===== src/rtl/display_ctrl_if.sv =====
// Pixel bus between the timing generator (master) and the display controller (slave).
// The master presents a pixel request plus the three candidate layer colours; the slave returns the arbitrated colour.
interface display_ctrl_if;
  logic       req;
  logic [9:0] col;
  logic [9:0] row;
  logic [7:0] bg_color;
  logic [7:0] snow_color;
  logic       snow_valid;
  logic [7:0] glyph_color;
  logic       glyph_valid;
  logic [7:0] color;

  modport master (
    output req, col, row, bg_color, snow_color, snow_valid, glyph_color, glyph_valid,
    input  color
  );

  modport slave (
    input  req, col, row, bg_color, snow_color, snow_valid, glyph_color, glyph_valid,
    output color
  );
endinterface


===== src/rtl/display_ctrl.sv =====
// Display controller: debounced snow toggle, per-frame latching of the layer configuration,
// and a 1-cycle glyph > snow > background pixel arbiter.
module display_ctrl #(
  parameter int DEBOUNCE_CYCLES = 500000
) (
  input  logic         clk,
  input  logic         rst,
  input  logic         snowButton,
  input  logic [7:0]   switches,
  display_ctrl_if.slave pix,
  output logic         frame_start,
  output logic         snow_en,
  output logic         glyph_en,
  output logic [3:0]   bg_sel,
  output logic [7:0]   frame_cnt
);

  localparam int CW = $clog2(DEBOUNCE_CYCLES + 1);
  localparam logic [CW-1:0] LAST = CW'(DEBOUNCE_CYCLES - 1);

  typedef enum logic [1:0] {IDLE, ARM, HELD, RELEASE} db_state_t;

  db_state_t     state;
  logic [CW-1:0] db_cnt;
  logic          sync_q1, sync_q2;
  logic          toggle_pending;
  logic          fs_hit;

  assign fs_hit = pix.req && (pix.row == 10'd0) && (pix.col == 10'd0);

  // db_cnt holds the number of consecutive samples already seen at the current level,
  // so a transition fires on the DEBOUNCE_CYCLES-th stable sample.
  always_ff @(posedge clk or posedge rst) begin
    if (rst) begin
      sync_q1        <= 1'b0;
      sync_q2        <= 1'b0;
      state          <= IDLE;
      db_cnt         <= '0;
      toggle_pending <= 1'b0;
    end else begin
      sync_q1 <= snowButton;
      sync_q2 <= sync_q1;
      if (fs_hit)
        toggle_pending <= 1'b0;
      case (state)
        IDLE: begin
          if (sync_q2) begin
            state  <= ARM;
            db_cnt <= CW'(1);
          end
        end
        ARM: begin
          if (!sync_q2) begin
            state  <= IDLE;
            db_cnt <= '0;
          end else if (db_cnt == LAST) begin
            state          <= HELD;
            db_cnt         <= '0;
            // Overrides the frame-boundary clear so a press landing on frame_start is kept.
            toggle_pending <= 1'b1;
          end else begin
            db_cnt <= db_cnt + CW'(1);
          end
        end
        HELD: begin
          if (!sync_q2) begin
            state  <= RELEASE;
            db_cnt <= CW'(1);
          end
        end
        RELEASE: begin
          if (sync_q2) begin
            state  <= HELD;
            db_cnt <= '0;
          end else if (db_cnt == LAST) begin
            state  <= IDLE;
            db_cnt <= '0;
          end else begin
            db_cnt <= db_cnt + CW'(1);
          end
        end
        default: begin
          state  <= IDLE;
          db_cnt <= '0;
        end
      endcase
    end
  end

  // Arbitration reads the enable registers before this edge's update, so pixel (0,0)
  // still sees the previous frame's configuration.
  always_ff @(posedge clk or posedge rst) begin
    if (rst) begin
      pix.color   <= 8'h00;
      frame_start <= 1'b0;
      snow_en     <= 1'b0;
      glyph_en    <= 1'b0;
      bg_sel      <= 4'h0;
      frame_cnt   <= 8'h00;
    end else begin
      frame_start <= fs_hit;
      if (!pix.req)
        pix.color <= 8'h00;
      else if (glyph_en && pix.glyph_valid)
        pix.color <= pix.glyph_color;
      else if (snow_en && pix.snow_valid)
        pix.color <= pix.snow_color;
      else
        pix.color <= pix.bg_color;
      if (fs_hit) begin
        bg_sel    <= switches[3:0];
        glyph_en  <= switches[4];
        snow_en   <= snow_en ^ toggle_pending;
        frame_cnt <= frame_cnt + 8'd1;
      end
    end
  end

endmodule


===== src/flat_wrapper.sv =====
// flat-port wrapper written by rule: the top's interface ports become plain ports
module display_ctrl_flat 
#(
  parameter int DEBOUNCE_CYCLES = 500000
)
  (clk, rst, snowButton, switches, frame_start, snow_en, glyph_en, bg_sel, frame_cnt, pix_req, pix_col, pix_row, pix_bg_color, pix_snow_color, pix_snow_valid, pix_glyph_color, pix_glyph_valid, pix_color);
  display_ctrl_if pix_i ();
  input  logic clk;
  input  logic rst;
  input  logic snowButton;
  input  logic [7:0] switches;
  output logic frame_start;
  output logic snow_en;
  output logic glyph_en;
  output logic [3:0] bg_sel;
  output logic [7:0] frame_cnt;
  input wire logic [$bits(pix_i.req)-1:0] pix_req;
  input wire logic [$bits(pix_i.col)-1:0] pix_col;
  input wire logic [$bits(pix_i.row)-1:0] pix_row;
  input wire logic [$bits(pix_i.bg_color)-1:0] pix_bg_color;
  input wire logic [$bits(pix_i.snow_color)-1:0] pix_snow_color;
  input wire logic [$bits(pix_i.snow_valid)-1:0] pix_snow_valid;
  input wire logic [$bits(pix_i.glyph_color)-1:0] pix_glyph_color;
  input wire logic [$bits(pix_i.glyph_valid)-1:0] pix_glyph_valid;
  output wire logic [$bits(pix_i.color)-1:0] pix_color;
  assign pix_i.req = pix_req;
  assign pix_i.col = pix_col;
  assign pix_i.row = pix_row;
  assign pix_i.bg_color = pix_bg_color;
  assign pix_i.snow_color = pix_snow_color;
  assign pix_i.snow_valid = pix_snow_valid;
  assign pix_i.glyph_color = pix_glyph_color;
  assign pix_i.glyph_valid = pix_glyph_valid;
  assign pix_color = pix_i.color;
  display_ctrl #(.DEBOUNCE_CYCLES(DEBOUNCE_CYCLES)) u_core (.clk(clk), .rst(rst), .snowButton(snowButton), .switches(switches), .pix(pix_i), .frame_start(frame_start), .snow_en(snow_en), .glyph_en(glyph_en), .bg_sel(bg_sel), .frame_cnt(frame_cnt));
endmodule

===== config.mk =====
export PLATFORM = sky130hd
export DESIGN_NAME = display_ctrl_flat
export DESIGN_NICKNAME = d
export VERILOG_FILES = /design/src/rtl/display_ctrl_if.sv /design/src/rtl/display_ctrl.sv /design/src/flat_wrapper.sv
export SDC_FILE = /design/constraint.sdc
export NUM_CORES = 1
export LEC_CHECK = 0
export CORE_ASPECT_RATIO = 1.5
export CORE_UTILIZATION = 35
export CTS_BUF_LIST = sky130_fd_sc_hd__clkbuf_2 sky130_fd_sc_hd__clkbuf_4 sky130_fd_sc_hd__clkbuf_8
export CTS_CLUSTER_SIZE = 25
export DETAILED_ROUTE_END_ITERATION = 8
export GPL_TIMING_DRIVEN = 0
export PLACE_DENSITY = 0.73
export SYNTH_ARGS = -nofsm -noshare
export SYNTH_HDL_FRONTEND = slang
export SYNTH_SLANG_ARGS = --single-unit

===== constraint.sdc =====
create_clock -name clk -period 1.85 [get_ports clk]
set_input_delay 0.2775 -clock clk [delete_from_list [all_inputs] [get_ports clk]]
set_output_delay 0.2775 -clock clk [all_outputs]
set_load 0.1 [all_outputs]

==> summary.txt <==
outcome: complete, no violations
Avg Inst Size Synth: 10.19 um^2
fmax: 555.7 MHz
Setup TNS: 0 ns
Clock Power Share: 24.0%
top_reg_cell synth: dfrtp_1
DRC: 0
I/O pin cnt: 81
#FFs+latches synth: 47
final instance area: 0.003388 mm^2
worst-path maximum fanout: 2
footprint of the multi-input gates: 0.001165 mm^2
Compound-Gate Fraction of Synth Area: 11.34%
clk root buf: clkbuf_8
relative slew slack: 34.79%
Std-Cell Core Area: 0.006531 mm^2
Fin. Hold Viols: 0
Psw: 0.8788 mW
overall routing resource usage: 16.68%
Post-synth EDFFs: 0
CP arrival: 1.52 ns
total power: 2.607 mW
CP Capture Type: output pin
Crit-path slowest cell: dlygate4sd2_1
Leakage: 1.555 nW
routability cong.: 0.7834
period utilization: 97.27%
Maximum Capacitance Violations: 0
peak supply drop: 0.0003417 V
synth top area cells: dfrtp_1 (49%), nand3_1 (5.9%), nand2_1 (3.8%), o211a_1 (3.4%), xnor2_1 (3.3%)
WL met3: 372 um
antenna violations before repair: 0
register area share after synthesis: 49.34%
DP Area: 0.003251 mm^2
vias in the first global route: 2,130
top cell type's share of synthesized area: 49.34%
DR vias/cell: 5.398
library cells used by synthesis: 41
Internal Power: 1.728 mW
largest net degree at the start of global routing: 42
clock skew: 0.007090 ns
top sig layer: met4
wl on met1: 2.202 mm
drt pass-1 iters: 4
simple-gate share of the synthesized area: 24.57%
CTS Buf Count: 5
Filler cells: 592
Worst Hold Class: in -> async
global-route wire length before repair: 9.597 mm
Mapped Cells: 234
maximum clock path buffer count: 2
WL met2: 3.239 mm
synthesized cell area: 0.002384 mm^2
Setup CP Type: reg -> out
CP delay by family, top: buffers and inverters
post-synthesis mux area share: 5.354%
row count: 36
clk slew on worst S/H paths: 0.09 ns
Initial Utilization: 36.49%
Crit path required time: 1.57 ns
P per Cell Area: 769.4 mW/mm^2
sequential share of power: 44.4%
dpl ws: -0.3415 ns
CP max stage delay: 0.86 ns
Synth area leader: dfrtp_1
synthesis-to-finish area growth: 42.15%
Sink Count: 47
Routed WL per cell: 14.78 um
routed vias: 2,154
Buffers & Inverters on Critical Path: 1
critical path startpoint category: flop
switching share of power: 33.71%
chip height: 103.1 um
1st-iter DRT viols: 83
# nets final: 382
Ys Warns: 0
DPL Wire Length: 4.364 mm
antenna fix cells: 0
CTS tree: yes
main combinational cell family by area after synthesis: simple AND/OR/NAND/NOR gates
final WL: 5.899 mm
full die area: 0.007151 mm^2
register area: 0.001179 mm^2
Clock Latency Late Sink: 0.30 ns
final slew viol count: 0
Cell Chain, Critical Path: dlygate4sd2_1
Slew @ Worst Pin: 0.9820 ns
Final min period: 1.799 ns
GR Overflow Total: 0
post-synthesis adder-cell area fraction: 1.050%
syn_nets: 294
post-route setup slack: 0.05057 ns
Comb pwr share: 31.6%
xor-xnor portion of the synthesized cell area: 4.409%
asr flop ratio synth: 100.0%
Routed Antenna Nets: 0
CTS HTree Levels: 2
IO buf count: 75
worst hold slack: 0.1974 ns
share of layout cells above drive strength 1: 15.48%
die width: 69.38 um
Final setup viols: 0
-- power groups by stage --
| stage | Combinational [mW] | Sequential [mW] | Clock, mW |
|---|---|---|---|
| global placement | 0.720 | 1.16 | 0 |
| finish | 0.824 | 1.16 | 0.626 |
| detailed placement | 0.747 | 1.17 | 0 |
| global route | 0.907 | 1.17 | 0.679 |
| CTS | 0.746 | 1.15 | 0.646 |
| floorplan | 0.415 | 1.22 | 0 |
-- final cells by class --
class                           count  area share, %
Sequential cell                    47          34.79
Multi-Input combinational cell    168          34.38
Timing Repair Buffer               80          22.53
Tap cell                           76          2.806
Clock buffer                        7          2.474
Buffer                             10          1.773
Inverter                           10          1.108
Clock inverter                      1         0.1477
-- state kept, by name (all words and copies together) (netlist names), named ones only --
name	flops
u_core.toggle_pending	1
u_core.state	1
u_core.pix.color	8
u_core.bg_sel	4
u_core.frame_start	1
u_core.sync_q1	1
u_core.db_cnt	19
u_core.glyph_en	1
u_core.snow_en	1
u_core.sync_q2	1
u_core.frame_cnt	8
-- final timing paths --
kind,startpoint,endpoint,slack [ns],cells after the start
hold reg to reg,u_core.sync_q1,u_core.sync_q2,0.36,0
max in group asynchronous,rst,u_core.snow_en,1.18,3
setup / recovery,u_core.frame_cnt[7],frame_cnt[7],0.05,1
setup reg to reg,u_core.db_cnt[5],u_core.db_cnt[10],0.06,6
min in group clk,pix_req,u_core.pix.color[2],0.30,2
hold / removal,rst,u_core.pix.color[5],0.20,2
-- cells by family (layout without fill, tap and decap cells) --
kind of cell,count (synthesis),in the layout
mux,12,12
simple gates,102,102
fa+ha+maj,2,2
buf+inv,20,108
xor+xnor,12,12
flops,47,47
compound gates,39,40
-- cells in the final DEF, fill, tap and decap left out, types with 3 or more instances in the layout --
| cell | instances |
|---|---|
| a21oi_1 | 13 |
| a22o_1 | 3 |
| and2_1 | 3 |
| buf_2 | 4 |
| buf_4 | 4 |
| clkbuf_1 | 4 |
| clkbuf_2 | 4 |
| clkbuf_8 | 5 |
| clkdlybuf4s15_2 | 3 |
| clkdlybuf4s50_1 | 52 |
| dfrtp_1 | 45 |
| dlygate4sd2_1 | 15 |
| inv_1 | 9 |
| mux2_2 | 6 |
| mux2i_1 | 6 |
| nand2_1 | 24 |
| nand3_1 | 28 |
| nand4_1 | 9 |
| nor2_1 | 4 |
| nor4_1 | 4 |
| o211a_1 | 8 |
| o21ai_0 | 10 |
| or3_1 | 5 |
| xnor2_1 | 9 |
-- layer usage --
metal | track usage (%) | vias up
li1 | - | 1024
met1 | 16.89 | 1040
met2 | 32.79 | 81
met3 | 4.203 | 9
met4 | 6.122 | 0
met5 | 0 | -
-- Yosys cell counts (2+ instances only) --
master and count:
a21oi_1 13, nor3_1 4, nand3b_1 2, xnor2_1 9, nand2_1 24, and2_1 3
nand3_1 28, and4_1 4, ha_1 2, xor2_1 3, nand2b_1 2, buf_2 3
mux2_2 6, nor4_1 4, mux2i_1 6, inv_1 10, nand4_1 9, and3_1 2
o21ai_0 10, nor2_1 5, buf_4 2, a22o_1 3, clkbuf_1 4, or3_1 5
o211a_1 8, nor3b_1 2, dfrtp_1 47
-- metrics by stage --
| step | std cells | utilization, % |
|---|---|---|
| after floorplan | 234 | - |
| after global placement | 385 | 49.46 |
| after detailed placement | 386 | 49.77 |
| after CTS | 395 | 51.07 |
| after global routing | 399 | 51.88 |
| final | 399 | 51.88 |
-- repair_timing --
action                                  in CTS  in global routing
buffers inserted                             1                  2
gates resized for setup                     33                 17
hold buffers                                 0                  0
pin swaps                                    1                  2
cloned                                       0                  2
endpoints found under the setup margin      33                 16
Note: power is estimated with default switching activity, not from simulation.
